`config.mk`:
```
export PLATFORM = sky130hd
export DESIGN_NAME = sipo_deserializer
export DESIGN_NICKNAME = d
export VERILOG_FILES = /design/src/rtl/sipo_pkg.sv /design/src/rtl/sipo_shift_chain.sv /design/src/rtl/sipo_deserializer.sv
export SDC_FILE = /design/constraint.sdc
export NUM_CORES = 1
export LEC_CHECK = 0
export ABC_AREA = 1
export BUFFER_PORTS_ARGS = -buffer_cell sky130_fd_sc_hd__buf_2
export CAP_MARGIN = 20
export CORE_MARGIN = 3
export CORE_UTILIZATION = 51
export CTS_BUF_LIST = sky130_fd_sc_hd__clkbuf_8
export CTS_CLUSTER_SIZE = 40
export DETAILED_ROUTE_END_ITERATION = 7
export MAX_ROUTING_LAYER = met4
export PLACE_DENSITY_LB_ADDON = 0.15
export SLEW_MARGIN = 40
export SYNTH_ARGS = -nofsm -noshare
export SYNTH_HDL_FRONTEND = slang
export SYNTH_SLANG_ARGS = --single-unit
```
`constraint.sdc`:
```
create_clock -name clk -period 1.6 [get_ports clk]
set_clock_uncertainty 0.1 [all_clocks]
set_input_delay 0.08 -clock clk [delete_from_list [all_inputs] [get_ports clk]]
set_output_delay 0.08 -clock clk [all_outputs]
set_load 0.01 [all_outputs]
```
`src/rtl/sipo_pkg.sv`:
```
// Shared types and constants for the serial-in, parallel-out receiver.
package sipo_pkg;

    // Receiver FSM: waiting for a frame start, or assembling a word.
    typedef enum logic {
        ST_IDLE  = 1'b0,
        ST_SHIFT = 1'b1
    } sipo_state_t;

    // Bit-order select values carried on msb_first / the latched order.
    localparam logic ORDER_LSB = 1'b0;
    localparam logic ORDER_MSB = 1'b1;

endpackage

```
`src/rtl/sipo_shift_chain.sv`:
```
// WIDTH-bit shift register with selectable direction. q_next exposes the
// value the register takes on the coming edge, so the parent can capture a
// completed word on the same edge the final bit is shifted in.
module sipo_shift_chain
    import sipo_pkg::*;
#(
    parameter int WIDTH = 8
) (
    input  logic             clk,
    input  logic             sync_reset,
    input  logic             shift_en,
    input  logic             order,
    input  logic             s_in,
    output logic [WIDTH-1:0] q,
    output logic [WIDTH-1:0] q_next
);

    // Next value: left shift for MSB-first, right shift for LSB-first.
    always_comb begin
        q_next = q;
        if (shift_en) begin
            if (order == ORDER_LSB) begin
                q_next = {s_in, q[WIDTH-1:1]};
            end else begin
                q_next = {q[WIDTH-2:0], s_in};
            end
        end
    end

    // Register update; reset clears any partial word.
    always_ff @(posedge clk) begin
        if (sync_reset) begin
            q <= '0;
        end else begin
            q <= q_next;
        end
    end

endmodule

```
`src/rtl/sipo_deserializer.sv`:
```
// Serial-in, parallel-out receiver: framed bits are assembled into WIDTH-bit
// words and offered on a single-entry valid/ready output register.
//
// Output handshake: a word transfers on every rising edge where data_valid
// and data_ready are both 1. data holds steady while data_valid is 1 and
// data_ready is 0; data_ready is ignored while data_valid is 0.
module sipo_deserializer
    import sipo_pkg::*;
#(
    parameter int WIDTH = 8
) (
    input  logic             clk,
    input  logic             sync_reset,
    input  logic             s_in,
    input  logic             s_valid,
    input  logic             frame_sync,
    input  logic             msb_first,
    output logic [WIDTH-1:0] data,
    output logic             data_valid,
    input  logic             data_ready,
    output logic             busy,
    output logic             overflow,
    output logic             frame_err,
    output sipo_state_t      fsm_state
);

    localparam int CW = $clog2(WIDTH + 1);
    localparam logic [CW-1:0] LAST_CNT = CW'(WIDTH - 1);

    sipo_state_t      state, state_next;
    logic [CW-1:0]    cnt, cnt_next;
    logic             order_q, order_next;
    logic             shift_en;
    logic             load, drop, ferr_next;
    logic             start, pop, dir;
    logic [WIDTH-1:0] sr_q, sr_next;

    assign start = s_valid && frame_sync;
    assign pop   = data_valid && data_ready;
    // The frame-start bit already uses the bit order presented with it.
    assign dir   = start ? msb_first : order_q;

    sipo_shift_chain #(.WIDTH(WIDTH)) u_chain (
        .clk        (clk),
        .sync_reset (sync_reset),
        .shift_en   (shift_en),
        .order      (dir),
        .s_in       (s_in),
        .q          (sr_q),
        .q_next     (sr_next)
    );

    // Next-state logic: frame start, bit accumulation, completion, restart.
    always_comb begin
        state_next = state;
        cnt_next   = cnt;
        order_next = order_q;
        shift_en   = 1'b0;
        load       = 1'b0;
        drop       = 1'b0;
        ferr_next  = 1'b0;
        unique case (state)
            ST_IDLE: begin
                if (start) begin
                    shift_en   = 1'b1;
                    order_next = msb_first;
                    cnt_next   = CW'(1);
                    state_next = ST_SHIFT;
                end
            end
            ST_SHIFT: begin
                if (s_valid) begin
                    shift_en = 1'b1;
                    if (frame_sync) begin
                        // Mid-word sync: drop the partial word, restart here.
                        ferr_next  = 1'b1;
                        order_next = msb_first;
                        cnt_next   = CW'(1);
                    end else if (cnt == LAST_CNT) begin
                        state_next = ST_IDLE;
                        cnt_next   = '0;
                        if (!data_valid || pop) begin
                            load = 1'b1;
                        end else begin
                            drop = 1'b1;
                        end
                    end else begin
                        cnt_next = cnt + CW'(1);
                    end
                end
            end
            default: state_next = ST_IDLE;
        endcase
    end

    // State, counter, holding register and flag registers.
    always_ff @(posedge clk) begin
        if (sync_reset) begin
            state      <= ST_IDLE;
            cnt        <= '0;
            order_q    <= ORDER_MSB;
            data       <= '0;
            data_valid <= 1'b0;
            overflow   <= 1'b0;
            frame_err  <= 1'b0;
        end else begin
            state     <= state_next;
            cnt       <= cnt_next;
            order_q   <= order_next;
            frame_err <= ferr_next;
            if (drop) begin
                overflow <= 1'b1;
            end
            if (load) begin
                data       <= sr_next;
                data_valid <= 1'b1;
            end else if (pop) begin
                data_valid <= 1'b0;
            end
        end
    end

    assign busy      = (state == ST_SHIFT);
    assign fsm_state = state;

endmodule
```
======== Yosys cells after proc, flatten, opt, wreduce, memory -nomap -nowiden ========
Cells that the tools add are included.
storage, ports and cells
  bits in registers ....................... 25
  latch bits .............................. 0
  memory bits (writable) .................. 0
  memory bits (read-only) ................. 0
  input port bits ......................... 7
  logic and storage cells ................. 54
  memories ................................ 0
cells by class
  $add $sub $neg .......................... 1
  multipliers ............................. 0
  div/mod/pow operators ................... 0
  $lt $le $gt $ge ......................... 0
  equality and inequality tests ........... 4
  shifts and indexed selects .............. 0
  muxes and demuxes ....................... 31
  bitwise logic cells ..................... 2
  reduce and logical (&&, ||, !) cells .... 8
operator list
  cell                 number
  $mux 1               21
  $mux 4               4
  $mux 8               2
  $pmux 4 s2           1
  $ne 2x2->1 const B   3
  $pmux 1 s2           3
  $add 4x1->4 const B  1
  $eq 4x3->1 const B   1
  $reduce_and 2->1     2
  $reduce_or 3->1      1
  $logic_and 1x1->1    2
  $not 1->1            2
  $reduce_bool 2->1    1
  $logic_not 1->1      1
  $logic_or 1x1->1     1

======== Depth between registers and ports, before layout ========
Gate-level depths: netlist of the first run.
  depth after elaboration ................. 8
  gate-level depth with buffers ........... 10
  mapped depth without buffers ............ 9

======== Cells and area by module ========
Synthesis of the first run repeated with hierarchy kept, for this count alone.
second synthesis, totals
  cells, all modules ...................... 182
  area total of the unflattened synthesis .. 1207.4 um^2
by module, submodules not included
  module             times used  cells each  area each (um^2)
  sipo_deserializer  1           114         778.2
  sipo_shift_chain   1           68          429.2

======== Worst setup path before layout of the first run ========
Ideal clock, no wire load.
  path kind ............................... reg-to-reg
  from .................................... reg cnt[0]
  to ...................................... reg data[0]
  library setup time ...................... 0.109 ns
  data arrival time ....................... 1.279 ns
  path slack .............................. 0.112 ns
  stages on the path, launching flop included .. 10
  path buffers ............................ 1
  period minus slack after synthesis ...... 1.488 ns
  cell sequence ........................... dfxtp_1 ha_1 nand2_1 nor2_1 nand2_2 nor2_4 buf_6 nand3_1 nand2_1 inv_1
between the ends
  cells in the longest elaborated chain, start to end .. 5
RTL lines
  element                   RTL line                  source
  start: declaration        sipo_deserializer.sv:31   logic [CW-1:0] cnt, cnt_next;
  start signal: assignment  sipo_deserializer.sv:108  cnt <= cnt_next;
  $eq 4x3->1                sipo_deserializer.sv:79   end else if (cnt == LAST_CNT) begin
  $mux 1                    sipo_deserializer.sv:79
  $mux 1                    sipo_deserializer.sv:74   if (frame_sync) begin
  $mux 1                    sipo_deserializer.sv:72   if (s_valid) begin
  $mux 1                    sipo_deserializer.sv:62   unique case (state)
  end signal: assignment    sipo_deserializer.sv:115  data <= sr_next;
  end: declaration          sipo_deserializer.sv:18   output logic [WIDTH-1:0] data,
Every way passes these cells.
A chain may end at the register's enable or synchronous reset.

======== Worst setup path after layout of the first run ========
  from .................................... reg cnt[0]
  to ...................................... reg data[7]
Same word-level chain as after synthesis.

==> results of run 1 <==
==> how the worst max path moves through the flow <==
stage               depth (start not counted)  slack [ns]  endpoint  startpoint
detailed placement                          8       -0.04   data[7]      cnt[0]
CTS                                        10        0.04   data[5]      cnt[0]
global placement                            8        0.02   data[4]      cnt[0]
finish                                      9        0.12   data[7]      cnt[0]
floorplan                                   9        0.11   data[0]      cnt[0]
global route                               10        0.01   data[1]      cnt[0]
==> registers in the layout (all words and copies together), names as in the netlist <==
name,count
overflow,1
cnt,4
data,8
u_chain.q,8
frame_err,1
busy,1
order_q,1
data_valid,1
==> power breakdown <==
group	leakage [µW]	switching [µW]	internal, µW
clock network	0.0000217	201	176
logic	0.000418	85.2	46.8
registers	0.000204	11.1	641
==> what timing repair did <==
item                       in CTS  in global routing
pin swaps                       1                  0
setup buffers                   1                  1
gates cloned                    0                  0
resized for setup               0                  3
setup endpoints to repair       8                  8
==> metrics by stage <==
step                      total power [µW]  cell area, µm²  utilization (%)  hold slack (ns)
after floorplan                        751            1120                -            0.114
after global placement                 789            1250             62.1            0.302
after CTS                             1170            1320             65.5           0.0226
after global routing                  1220            1340             66.1           0.0441
after detailed placement               793            1250             62.1            0.309
final                                 1160            1340             66.1           0.0172
==> layout make-up <==
class	instances	area (µm²)	area share, %
Timing Repair Buffer	25	153	11.4
Clock buffer	3	41.3	3.09
Inverter	24	90.1	6.74
Clock inverter	1	7.51	0.562
Sequential cell	25	503	37.6
Tap cell	27	33.8	2.53
Multi-Input combinational cell	110	508	38.0
==> tightest hold or removal path, stage by stage <==
cell and delay, ns:
buf_2 0.10, nor2_2 0.06, nand2_1 0.05, a21oi_1 0.05
==> routing by layer <==
layer  routed length (µm)  GRT usage, %  vias to the layer above
met3                   90          2.54                        2
met1                 1050          22.6                      501
li1                     -             -                      558
met2                 1200          33.3                       19
met5                    0             -                        -
met4                    8          8.09                        0
==> layout by cell type (no fill, tap or decap) <==
cell type   instances
nand2_1            36
nand3_1            28
inv_1              23
dfxtp_1            23
nor2_1             22
buf_2              19
a21oi_1            13
buf_4               5
nand2_2             3
clkbuf_8            3
nor2_2              2
dfxtp_2             2
a31oi_1             1
nor2_4              1
inv_2               1
xor2_1              1
o21a_1              1
nand3b_1            1
ha_1                1
clkinvlp_4          1
buf_12              1
==> logic make-up after synthesis <==
| family | synth area share, % |
|---|---|
| AOI/OAI and AO/OA | 7.02 |
| xor gates and xnor gates | 0.781 |
| adders and majority gates | 1.11 |
| buffers and inverters | 10.4 |
| DFF | 44.6 |
| and+or+nand+nor | 36.1 |
==> impl_metrics.tcl, run 1 <==
set metrics [dict create \
    syn-mean-instance-area_um2 6.89 \
    drcViolationCount 0 \
    portBuffers 19 \
    fin_nets 197 \
    worstSkewPairLatency_ns 0.27 \
    cp_cell_sequence "ha_1 -> nand2_1 -> nor2_2 -> nand2_2 -> nor2_4 -> buf_12 -> nand3_1 -> nand2_1 -> inv_1" \
    max_slew_margin_pct 71.7 \
    netlist_instances 163 \
    initial_utilization_pct 55.5 \
    critPathSlowestCell "dfxtp_2" \
    fin_cells 215 \
    critical_path.max_stage_delay_ns 0.36 \
    setup_tns_ns 0 \
    cp-end-kind "register" \
    dieWidth_um 52.9 \
    min_delay_worst_endpoint "cnt[1]" \
    cts_made_buffers 3 \
    path_max_fanout 16 \
    post-dp-hpwl_um 1710 \
    synth.area.top_cells "dfxtp_1, nand3_1, nand2_1, inv_1, nor2_1" \
    criticalPathCategory "reg2reg" \
    cts-root-buf "clkbuf_8" \
    path_buf_inv 2 \
    fillers 186 \
    ys_warn_count 0 \
    clockBufferDepth 2 \
    hold_path_class "in2reg" \
    gr-total-overflow 0 \
    rr_startpoint "cnt[0]" \
    wl_per_cell_um 10.9 \
    diodes 0 \
    status "completed" \
    min_from "frame_sync" \
    rsz0062_at_grt "no" \
    routed_wl_um 2350 \
    cts_sinks 25 \
    cts_hold_buf 0 \
    synth_top_cell_by_area "dfxtp_1" \
    tritoncts "yes" \
    path_common_cell "nand2_1" \
    ant_nets 0 \
    place_ws_ns -0.0424 \
    r2r_end "data[7]" \
    syn_area_um2 1120 \
    finalHoldViolCount 0 \
    finalCritPeriodShare_pct 92.4 \
    required_ns 1.68 \
    pin_count 20 \
    gp_congestion 0.805 \
    setup_viol 0 \
    synth_top_cells_by_count "nand2_1, nand3_1, dfxtp_1, inv_1, nor2_1" \
    holdPathStages 4 \
    peakVddDrop_v 0.000653 \
    period_minus_slack_ns 1.48 \
    syn-num-nets 171 \
    reg2regPathDepth 9 \
    synth-seq-area-share_pct 44.6 \
    ys_types 18 \
    fin_ws_ns 0.122 \
    worst_pin_slew_ns 0.424 \
    die_y_um 52.9 \
    placed_cells 209 \
    synth_seq_cells 25 \
    max_freq_ghz 0.677 \
    max_cap_violations 0 \
    synth-edff-count 0 \
    ys.flop_type "dfxtp_1" \
    drv_slew 0 \
    dieArea_um2 2800 \
    routed-via-count 1080 \
    post-synth-top-count-cell "nand2_1" \
    cts_max_level 1 \
    rrSetupSlack_ns 0.12 \
    avgViaCountPerCell 5.02 \
    power_density_nw_per_um2 869 \
    crit_arrival_ns 1.55 \
    core_um2 2020 \
    area_delta_synth_final_pct 19.1 \
    grt_pass1_wl_um 3940 \
    synth_top_area_share_pct 44.6 \
    antenna_found_initial 0 \
    grt_max_degree 24 \
    cts.clk_slew.worst_paths_ns 0.09 \
    cp-start-kind "register" \
    async_flop_share_pct 0 \
    drive_above_1_share_pct 20.2 \
    drt_iter0_markers 37 \
    drt-pass1-iter-count 4 \
    critical_path.top_delay_family "simple AND/OR/NAND/NOR gates" \
    first_global_vias 973 \
    p_leak_uw 0.000643 \
    grt.total_usage_pct 19.4 \
    fp-row-count 16 \
]
Power figures use the tool's default switching activity.
==> run 2, diff against run 1 <==
- clock period: 1.6 -> 1.3 ns (I/O delays scaled with it)
==> run 2 against run 1 <==
Net effect: the flow now finishes with violations (negative setup slack); register-to-register slack got worse by 0.29 ns; die area unchanged; core utilization is 7.0 points higher; count of clock-buffer cells in the layout unchanged; sequential share of layout area shrank 3.5 points; flip-flop and latch count unchanged; hold slack gained 0.014 ns; cell count grew 4.2%.
==> impl_metrics.tcl, run 2 (synthesized netlist as in run 1, its figures left out) <==
set metrics [dict create \
    max_cap_violations 0 \
    period_minus_slack_ns 1.46 \
    core_um2 2020 \
    rrSetupSlack_ns -0.16 \
    p_leak_uw 0.000713 \
    drt_iter0_markers 34 \
    drt-pass1-iter-count 5 \
    fin_ws_ns -0.165 \
    initial_utilization_pct 55.5 \
    worstSkewPairLatency_ns 0.27 \
    max_freq_ghz 0.683 \
    criticalPathCategory "reg2reg" \
    pin_count 20 \
    grt_max_degree 24 \
    max_slew_margin_pct 72.6 \
    first_global_vias 1064 \
    pwr-share-clk_pct 32.5 \
    crit_end "data[6]" \
    fp-row-count 16 \
    antenna_found_initial 0 \
    finalHoldViolCount 0 \
    routed-via-count 1140 \
    clockBufferDepth 2 \
    cp-end-kind "register" \
    worst_pin_slew_ns 0.411 \
    cp-start-kind "register" \
    wl_per_cell_um 12.8 \
    fillers 161 \
    drv_slew 0 \
    internal_power_uw 1080 \
    switching_power_uw 392 \
    setup_tns_ns -1.06 \
    drcViolationCount 0 \
    violations "negative setup slack" \
    required_ns 1.39 \
    rsz0062_at_grt "yes" \
    crit_arrival_ns 1.55 \
    r2r_end "data[6]" \
    peakVddDrop_v 0.000615 \
    status "finished, violations left" \
    die_y_um 52.9 \
    cts_max_level 1 \
    post-dp-hpwl_um 1760 \
    power_frac_seq_pct 54.8 \
    diodes 0 \
    dieArea_um2 2800 \
    avgViaCountPerCell 5.09 \
    min_from "data_ready" \
    hold_path_class "in2reg" \
    setup_viol 8 \
    sw_frac_of_total_pct 26.7 \
    dieWidth_um 52.9 \
    ant_nets 0 \
    grt.total_usage_pct 22.4 \
    cts.clk_slew.worst_paths_ns 0.09 \
    gp_congestion 0.818 \
    gr-total-overflow 0 \
    path_max_fanout 8 \
    area_delta_synth_final_pct 31.7 \
    cts_made_buffers 3 \
    crit_path_start "cnt[0]" \
    portBuffers 19 \
    cts-root-buf "clkbuf_8" \
    layout_common_cells "nand2_1, nand3_1, inv_1" \
    routed_wl_um 2870 \
    cts_sinks 25 \
    largestRegisters "data (8), u_chain.q (8), cnt (4)" \
    fin_nets 206 \
    tritoncts "yes" \
    power_density_nw_per_um2 993 \
    reg2regPathDepth 9 \
    grt_pass1_wl_um 4520 \
    mostFrequentLayoutCell "nand2_1" \
    drive_above_1_share_pct 28.4 \
    comb_power_share_pct 12.8 \
    worst_hold_slack_ns 0.0309 \
    finalCritPeriodShare_pct 113 \
    rr_startpoint "cnt[0]" \
]
[run 2: changes by cell type in the layout (fill, tap and decap cells not counted), moves of 2 or more]
cell / previous run / this run
buf_4: 5 / 12
nand2_1: 36 / 34
nand3_1: 28 / 25
nand3_2: 0 / 3
nor2_1: 22 / 19
nor2_2: 2 / 4
[run 2: power by group through the flow]
stage	Combinational [µW]	Clock [µW]	Sequential (µW)
2_1_floorplan	107	0	821
3_3_place_gp	167	0	819
3_5_place_dp	172	0	820
4_1_cts	176	477	803
5_1_grt	210	510	806
6_report	188	476	804
[run 2: what timing repair did]
action,in CTS,in global routing
hold endpoints to repair,1,0
hold buffers,1,0
resized for setup,0,8
endpoints found under the setup margin,8,16
setup buffers,0,1
pin swaps,0,5
gates cloned,0,1
[run 2: metal layers]
metal / part of all wire (%) / up-vias / GRT usage (%)
met1: 43 / 524 / 26.9
met3: 3.8 / 7 / 3.66
met2: 51 / 31 / 36.2
met4: 2.0 / 0 / 11.1
met5: 0 / - / -
li1: - / 578 / -
[run 2: metrics by stage]
step / total power [µW] / std cells / area [µm²] / worst slack [ns] / utilization [%]
2_1_floorplan: 928 / 163 / 1150 / -0.104 / -
3_3_place_gp: 986 / 217 / 1360 / -0.0595 / 67.2
3_5_place_dp: 992 / 217 / 1360 / -0.108 / 67.2
4_1_cts: 1460 / 222 / 1420 / -0.117 / 70.1
5_1_grt: 1530 / 224 / 1480 / -0.241 / 73.1
6_report: 1470 / 224 / 1480 / -0.165 / 73.1
[run 2: how the worst min path moves through the flow]
stage | to | slack, ns | cells after the start
2_1_floorplan | order_q | 0.1 | 2
3_3_place_gp | busy | 0.28 | 4
3_5_place_dp | busy | 0.28 | 4
4_1_cts | data_valid | 0.03 | 4
5_1_grt | data_valid | 0.07 | 4
6_report | data_valid | 0.03 | 4
[run 2: layout make-up]
class | count | area (µm²) | share of cell area, %
tap | 27 | 33.8 | 2.29
multi-input combinational | 110 | 558 | 37.8
inverter | 24 | 92.6 | 6.27
sequential | 25 | 504 | 34.1
clock buffer | 3 | 41.3 | 2.79
timing repair buffer | 34 | 240 | 16.3
clock inverter | 1 | 7.51 | 0.508
[run 2: critical path, stage by stage, from the launching register on]
cell	delay [ns]
dfxtp_2	0.37
ha_4	0.16
nand2_4	0.06
nor2_4	0.09
nand2_2	0.07
nor2_4	0.15
clkbuf_16	0.19
nand3_2	0.08
nand2_1	0.08
inv_1	0.04
